[config.mk]
export PLATFORM = sky130hd
export DESIGN_NAME = wb_commit_queue
export DESIGN_NICKNAME = d
export VERILOG_FILES = /design/src/rtl/wb_pkg.sv /design/src/rtl/wb_waw_filter.sv /design/src/rtl/wb_commit_queue.sv
export SDC_FILE = /design/constraint.sdc
export NUM_CORES = 1
export LEC_CHECK = 0
export CAP_MARGIN = 0
export CELL_PAD_IN_SITES_DETAIL_PLACEMENT = 0
export CELL_PAD_IN_SITES_GLOBAL_PLACEMENT = 2
export CORE_UTILIZATION = 35
export CTS_BUF_LIST = sky130_fd_sc_hd__clkbuf_16
export CTS_CLUSTER_DIAMETER = 120
export DETAILED_ROUTE_END_ITERATION = 16
export PLACE_DENSITY = 0.7
export SLEW_MARGIN = 20
export SYNTH_ARGS = -nofsm -noshare
export SYNTH_HDL_FRONTEND = slang
export SYNTH_SLANG_ARGS = --single-unit
export TNS_END_PERCENT = 20
[constraint.sdc]
create_clock -name clk -period 4.09 [get_ports clk]
set_input_delay 1.227 -clock clk [delete_from_list [all_inputs] [get_ports clk]]
set_output_delay 1.227 -clock clk [all_outputs]
set_load 0.01 [all_outputs]
[src/rtl/wb_pkg.sv]
// Shared types for the write-back commit queue: one queued result pair
// and the default queue depth.
package wb_pkg;

  localparam int WB_DEPTH  = 4;
  // Field widths of a stored entry; a queue instance must not exceed them.
  localparam int WB_DATA_W = 32;
  localparam int WB_ADDR_W = 5;

  typedef struct packed {
    logic [1:0]           en;
    logic [WB_ADDR_W-1:0] addrA;
    logic [WB_DATA_W-1:0] dataA;
    logic [WB_ADDR_W-1:0] addrB;
    logic [WB_DATA_W-1:0] dataB;
  } wb_entry_t;

endpackage

[src/rtl/wb_waw_filter.sv]
// Enqueue-time write masking: register 0 is never written, and when both
// lanes target the same register the younger lane B wins.
module wb_waw_filter #(
  parameter int ADDR_WIDTH = 5
) (
  input  logic [1:0]            en,
  input  logic [ADDR_WIDTH-1:0] addrA,
  input  logic [ADDR_WIDTH-1:0] addrB,
  output logic [1:0]            en_masked
);

  always_comb begin
    en_masked = en;
    if (addrA == '0) en_masked[1] = 1'b0;
    if (addrB == '0) en_masked[0] = 1'b0;
    if (en_masked == 2'b11 && addrA == addrB) en_masked[1] = 1'b0;
  end

endmodule

[src/rtl/wb_commit_queue.sv]
// In-order write-back commit queue: buffers dual-lane results and retires the
// oldest pair straight onto the register-file write port when commit is asserted.
module wb_commit_queue
  import wb_pkg::*;
#(
  parameter int DATA_WIDTH = 32,
  parameter int ADDR_WIDTH = 5,
  parameter int DEPTH      = WB_DEPTH
) (
  input  logic                      clk,
  input  logic                      reset,
  input  logic                      in_valid,
  output logic                      in_ready,
  input  logic [1:0]                in_en,
  input  logic [ADDR_WIDTH-1:0]     in_addrA,
  input  logic [ADDR_WIDTH-1:0]     in_addrB,
  input  logic [DATA_WIDTH-1:0]     in_dataA,
  input  logic [DATA_WIDTH-1:0]     in_dataB,
  input  logic                      commit,
  input  logic                      flush,
  output logic [1:0]                write_enable,
  output logic [ADDR_WIDTH-1:0]     waddrA,
  output logic [ADDR_WIDTH-1:0]     waddrB,
  output logic [DATA_WIDTH-1:0]     wdataA,
  output logic [DATA_WIDTH-1:0]     wdataB,
  output logic [$clog2(DEPTH):0]    count,
  output logic                      commit_err
);

  localparam int PW = $clog2(DEPTH);
  localparam int CW = PW + 1;

  logic [PW-1:0] head, tail;
  logic [CW-1:0] count_q;
  logic          err_q;
  logic [1:0]    en_masked;
  logic          do_enq, do_commit, full;
  wb_entry_t     mem [DEPTH];
  wb_entry_t     head_e, new_e;

  wb_waw_filter #(.ADDR_WIDTH(ADDR_WIDTH)) u_filter (
    .en        (in_en),
    .addrA     (in_addrA),
    .addrB     (in_addrB),
    .en_masked (en_masked)
  );

  // Handshake: a pair transfers on a rising edge where in_valid && in_ready
  // and no flush; in_ready depends only on registered occupancy (and reset),
  // never on commit or flush, so a full queue stalls one cycle even if draining.
  assign full      = (count_q == CW'(DEPTH));
  assign in_ready  = !reset && !full;
  assign do_enq    = in_valid && in_ready && !flush;
  assign do_commit = commit && (count_q != '0);

  always_comb begin
    new_e       = '0;
    new_e.en    = en_masked;
    new_e.addrA = WB_ADDR_W'(in_addrA);
    new_e.dataA = WB_DATA_W'(in_dataA);
    new_e.addrB = WB_ADDR_W'(in_addrB);
    new_e.dataB = WB_DATA_W'(in_dataB);
  end

  assign head_e       = mem[head];
  assign write_enable = do_commit ? head_e.en : 2'b00;
  assign waddrA       = ADDR_WIDTH'(head_e.addrA);
  assign waddrB       = ADDR_WIDTH'(head_e.addrB);
  assign wdataA       = DATA_WIDTH'(head_e.dataA);
  assign wdataB       = DATA_WIDTH'(head_e.dataB);
  assign count        = count_q;
  assign commit_err   = err_q;

  always_ff @(posedge clk or posedge reset) begin
    if (reset) begin
      head    <= '0;
      tail    <= '0;
      count_q <= '0;
      err_q   <= 1'b0;
    end else begin
      if (do_commit) head <= head + PW'(1);
      if (commit && count_q == '0) err_q <= 1'b1;
      if (flush) begin
        // The committing head (if any) still retires; everything behind it is dropped.
        tail    <= do_commit ? head + PW'(1) : head;
        count_q <= '0;
      end else begin
        if (do_enq) tail <= tail + PW'(1);
        case ({do_enq, do_commit})
          2'b10:   count_q <= count_q + CW'(1);
          2'b01:   count_q <= count_q - CW'(1);
          default: count_q <= count_q;
        endcase
      end
    end
  end

  // Entry payloads are not reset; occupancy alone says which are live.
  always_ff @(posedge clk) begin
    if (do_enq) mem[tail] <= new_e;
  end

endmodule

Word-level counts from Yosys, hierarchy flattened
Memories as Yosys holds them, arrays and structs flattened. Index checks and enable logic that the tools add are counted.

Add/sub/neg operators: 4. Eq/ne operators: 5. Muxes and demuxes: 11. Reductions and logical operators: 15.

Operators by type and width (count): $logic_not 5->1 (2); $mux 2 (4); $logic_and 1x1->1 (6); $pmux 3 s2 (1); $reduce_bool 3->1 (2); $eq 5x5->1 (1); $mux 1 (5); $add 2x1->2 const B (2); $eq 2x2->1 const B (2); $add 3x1->3 const B (1); $eq 3x3->1 const B (1); $logic_not 1->1 (3); $logic_not 3->1 (1); $mux 3 (1); $sub 3x1->3 const B (1); $eq 2x1->1 const B (1); $reduce_bool 2->1 (1).

Register bits: 8. Bits in writable memories: 304. Bits of input ports: 81. Output and inout bits: 81. Logic and storage cells: 40. Memories: 1.

Memory list: mem (words 4, width 76, rd ports 1, clocked after memory_dff 0, wr ports 1, RTL line wb_commit_queue.sv:38) `wb_entry_t mem [DEPTH];`.

Depth between registers and ports, before layout
Depth after elaboration: 8. Gate-level depth with buffers: 9. Depth with buffers taken out: 9.

Modules after synthesis
A second synthesis with hierarchy kept.

Cells, all modules: 473. Area, all modules: 11653.7 µm².

Modules (own cells, without submodules): wb_commit_queue (times used 1, cells each 461, area each 11567.3 µm², seq. area each 9328.9 µm²); wb_waw_filter (times used 1, cells each 12, area each 86.3 µm², seq. area each 0.0 µm²).

Worst setup path before layout
Ideal clock, no wire load.

Path kind: in2reg. From: input port reset. To: memory mem[0][0] (netlist name) (enable). Setup time: 0.443 ns. Data arrival time: 3.513 ns. Data required time: 3.647 ns. Setup slack: 0.135 ns. Stages: 3. Path buffers: 0. Path through: a21oi_1 > and3b_1 > and2_1.

Word-level cells in the longest chain between the ends: 6.

RTL lines: start, declared (RTL line wb_commit_queue.sv:11) `input logic reset,`; $logic_not 1->1 (no line); $logic_and 1x1->1 (RTL line wb_commit_queue.sv:52) `assign in_ready = !reset && !full;`; $logic_and 1x1->1 (2 in series) (RTL line wb_commit_queue.sv:53) `assign do_enq = in_valid && in_ready && !flush;`; $mux 1 (RTL line wb_commit_queue.sv:100) `if (do_enq) mem[tail] <= new_e;`; $mux 1 (implied by the code) (RTL line wb_commit_queue.sv:100); end, declared (RTL line wb_commit_queue.sv:38).

Every way passes these cells.

Final worst setup path
From: input port commit. To: output port write_enable[0].

Word-level cells in the longest chain between the ends: 2.

RTL lines: start, declared (RTL line wb_commit_queue.sv:19) `input logic commit,`; $logic_and 1x1->1 (RTL line wb_commit_queue.sv:54) `assign do_commit = commit && (count_q != '0);`; $mux 2 (RTL line wb_commit_queue.sv:66) `assign write_enable = do_commit ? head_e.en : 2'b00;`; end, declared (RTL line wb_commit_queue.sv:21) `output logic [1:0] write_enable,`.

Every way passes these cells.

==> impl.org <==
** Floorplanning
- 162 I/O pins were placed.
- Initial Utilization :: a little over a third
- The die is approximately 180 µm wide.
- Num rows :: 66
- Die area :: between 30000 and 40000 µm²
- Floorplan die height :: ~180 µm
- Core Area :: ~33000 µm²

** Synth
- Number of enable-type register cells in the synthesized netlist :: around 300
- The number of nets handed over by synthesis was approximately 560.
- Of all flip-flops after synthesis, the portion carrying an async set or reset was ~2.6%.
- Number of synthesis warnings :: 0
- In the post-synthesis netlist, the biggest area contributors are edfxtp_1 (78%), mux4_2 (15%), dfrtp_1 (1.7%), xor2_1 (0.45%), buf_2 (0.43%).
- Each instance of the synthesized netlist takes up on average 24.6 µm².
- By instance count, the leading cell after synthesis is edfxtp_1.
- In the synthesized netlist the dominant register cell turns out to be edfxtp_1.
- Leading area contributor after synthesis :: edfxtp_1
- Counting instances in the post-synthesis netlist gives the leading cell types as edfxtp_1 (304), mux4_2 (76), buf_2 (10).
- Sequential cells were found to cover about 80% of the synthesized design area.
- Yosys top cell area share :: between 70% and 80%
- Distinct cells, synth :: 39
- Synthesis inferred approximately 310 register bits.
- Area of the mapped netlist :: 11600 µm²
- After technology mapping, the gate count stands at 473.

** Power
- Net switching is approximately a quarter of the power.
- Cell Int Power :: 7.03 mW
- Worst IR Drop VDD :: roughly 360 µV
- For this design the total switching power over the nets is approximately 2.4 mW.
- Combinational logic burns 27.9% of the power.
- Pwr dens :: 624 nW/µm²
- Clock group share of total power :: 31.5%
- Static power due to leakage :: just under 5 nW
- Sequential share of power :: roughly two fifths

** Final layout
- The final layout contains 752 nets.
- Finished layout cell area :: about 15000 µm²
- Area occupied by multi-input gates :: approximately 2200 µm²
- Fill cells in the final layout number approximately 2700.
- Leaving out filler cells and counting taps, the final layout contains 1133.
- The sequential cells in the finished layout cover a total of a little over 9000 µm².
- 0 antenna diodes ended up in the layout.
- Area added between synthesis and finish :: 29.2%
- The post-route netlist has roughly a fifth of its cells at a drive strength greater than 1.
- At the end of the flow the core is filled with cells to a little under half.

** Setup path
- STA classifies the critical path endpoint as a primary output.
- In this run the register-to-register setup slack is 1.75 ns.
- Following the worst setup path forward leads to its endpoint at write_enable[0].
- At the worst endpoint, the required time is approximately 2.9 ns.
- The number of cells on the worst reg-to-reg path is 8.
- Source of the critical timing path :: commit
- In this run the critical register-to-register path is captured at count[2].
- Critical Path Source Type :: primary input
- In this run the worst path has a maximum fanout of 5.
- CP Class :: primary input to primary output
- Beginning of the worst register-to-register path :: count[0]
- Data on the critical path arrives at its endpoint at 2.60 ns.

** GRT
- Via count of the first global-routing pass :: ~6100
- Entering global routing, the biggest net connects 46 pins.
- Global routing used about 14% of the available tracks across all layers.
- The first global-routing pass estimated between 30000 and 40000 µm of wire.
- The initial antenna violation count came to 0.
- Congestion Overflow GR :: 0

** Detailed routing
- Detailed-router iteration count before antenna repair :: 4
- After detailed routing, the number of remaining DRC violations is 0.
- Average wire length per cell after detail routing :: between 20 and 25 µm
- Number of violations reported at the end of detailed-routing iteration 0 :: about 320
- The routed layout has between 5000 and 6000 vias.
- For this block, the routed nets add up to ~23000 µm of wire.
- Dividing the detail-routed via count by the number of cells gives 4.76.
- Detail Route Antenna Nets :: 0

** Clocking
- CTS built an H-tree with a depth of 2.
- Clk Tree Root Cell :: clkbuf_16
- For this design, the CTS-stage hold fixing added 0 buffers.
- Count of buffers added by post-CTS timing repair for setup :: 0
- After clock tree synthesis, the clock-pin slew on the worst setup and hold paths is 0.06 ns.
- Clock latency on the worst-skew pair, taken at its later pin, is about 0.50 ns.
- TritonCTS built the clock tree.
- The number of clock buffers added by TritonCTS is 35.
- In this run the deepest clock path goes through 3 buffers.
- The clock net in this run drives a total of about 310 sinks.
- Post-cts repair resize count :: 0

** STA
- Number of setup violations in the final report :: 0
- Derived from the worst setup path, the maximum achievable clock frequency is ~260 MHz.
- Setup total negative slack on the finished layout was measured at 0 ns.
- The final critical path takes up ~94% of the cycle.
- The max-slew violation total from the final report is 0.
- RSZ-0062 raised after global routing :: no
- Counting I/O delays and the setup requirement, the final critical path takes 3.83 ns.
- Slew at the pin closest to its max-slew limit :: 0.500 ns
- Worst clock skew on the final layout :: ~0.011 ns
- The number of failing hold endpoints at the final stage came to 0.
- In this run the tightest slew margin relative to its limit is 66.6%.

** Place
- Final estimated routing congestion in global placement :: approximately 0.75
- The count of buffers added on input and output ports is approximately 160.
- The wire-length estimate of the detail-placed layout is between 10000 and 15000 µm.
- DP Cell Count :: around 1100
- After detailed placement, the total cell area comes to 13900 µm².

** Worst hold path
- Hold Path Class :: register to register
- Along the worst hold path, the cell count comes to 1.

** Job
- Max-cap violations in this run came to 0.

** Outcome
- Outcome :: completed
[state kept, by name, summed over array words and instances (netlist names)]
signal      flops
commit_err      1
tail            2
count           3
head            2
mem           304
[area by class of cell]
type,count,area share [%]
tap,442,3.67
clock buffer,37,6.15
clock inverter,25,1.16
sequential,312,62.0
timing repair buffer,175,12.3
inverter,4,0.0998
multi-input combinational,138,14.6
[power groups by stage]
| stage | Clock (mW) | Combinational [mW] | Sequential (mW) |
|---|---|---|---|
| after floorplan | 0 | 1.51 | 3.80 |
| after global placement | 0 | 2.68 | 3.88 |
| after detailed placement | 0 | 2.69 | 3.89 |
| after CTS | 3.05 | 2.71 | 3.83 |
| after global routing | 3.17 | 2.83 | 3.84 |
| final | 2.96 | 2.62 | 3.82 |
[per-stage QoR]
stage	setup WS (ns)	total power [mW]	hold slack, ns
after global routing	0.197	9.84	0.501
after global placement	0.230	6.56	0.443
after CTS	0.241	9.59	0.464
after detailed placement	0.231	6.58	0.451
after floorplan	0.135	5.31	0.493
final	0.259	9.40	0.456
[metal layers]
layer	vias up	part of all wire (%)	track usage [%]
met5	-	0	0
met3	40	6.7	3.89
li1	2398	-	-
met4	0	2.2	4.50
met2	152	52	24.5
met1	2807	40	17.0
[critical path, cell delays in order]
cell and delay (ns):
clkdlybuf4s50_1 0.54, o31ai_4 0.15, nor2b_1 0.15, clkdlybuf4s50_1 0.54
[cells in the final DEF, fill, tap and decap left out, types with 3 or more instances in the layout]
cell type        count
edfxtp_1           304
clkdlybuf4s50_1    161
mux4_2              76
clkbuf_16           37
inv_1               14
buf_12              11
clkinv_1            10
nor2_1               6
xor2_1               6
dfrtp_1              6
nand2_1              5
nor2b_1              4
and2_4               4
ha_1                 4
bufinv_16            3
buf_4                3
[worst min path at each step]
stage                     from    endpoint  slack [ns]
finish              commit_err  commit_err        0.46
global route        commit_err  commit_err        0.50
CTS                 commit_err  commit_err        0.46
detailed placement  commit_err  commit_err        0.45
global placement    commit_err  commit_err        0.44
floorplan           commit_err  commit_err        0.49
[logic make-up after synthesis]
kind of cell	after synthesis	share of synthesized area, %
compound gates	13	0.902
xor+xnor	8	0.602
fa+ha+maj	5	0.602
buf+inv	23	1.17
flops	312	80.1
mux	80	15.1
simple gates	32	1.56
No activity file was read; power rests on OpenSTA's default activity.
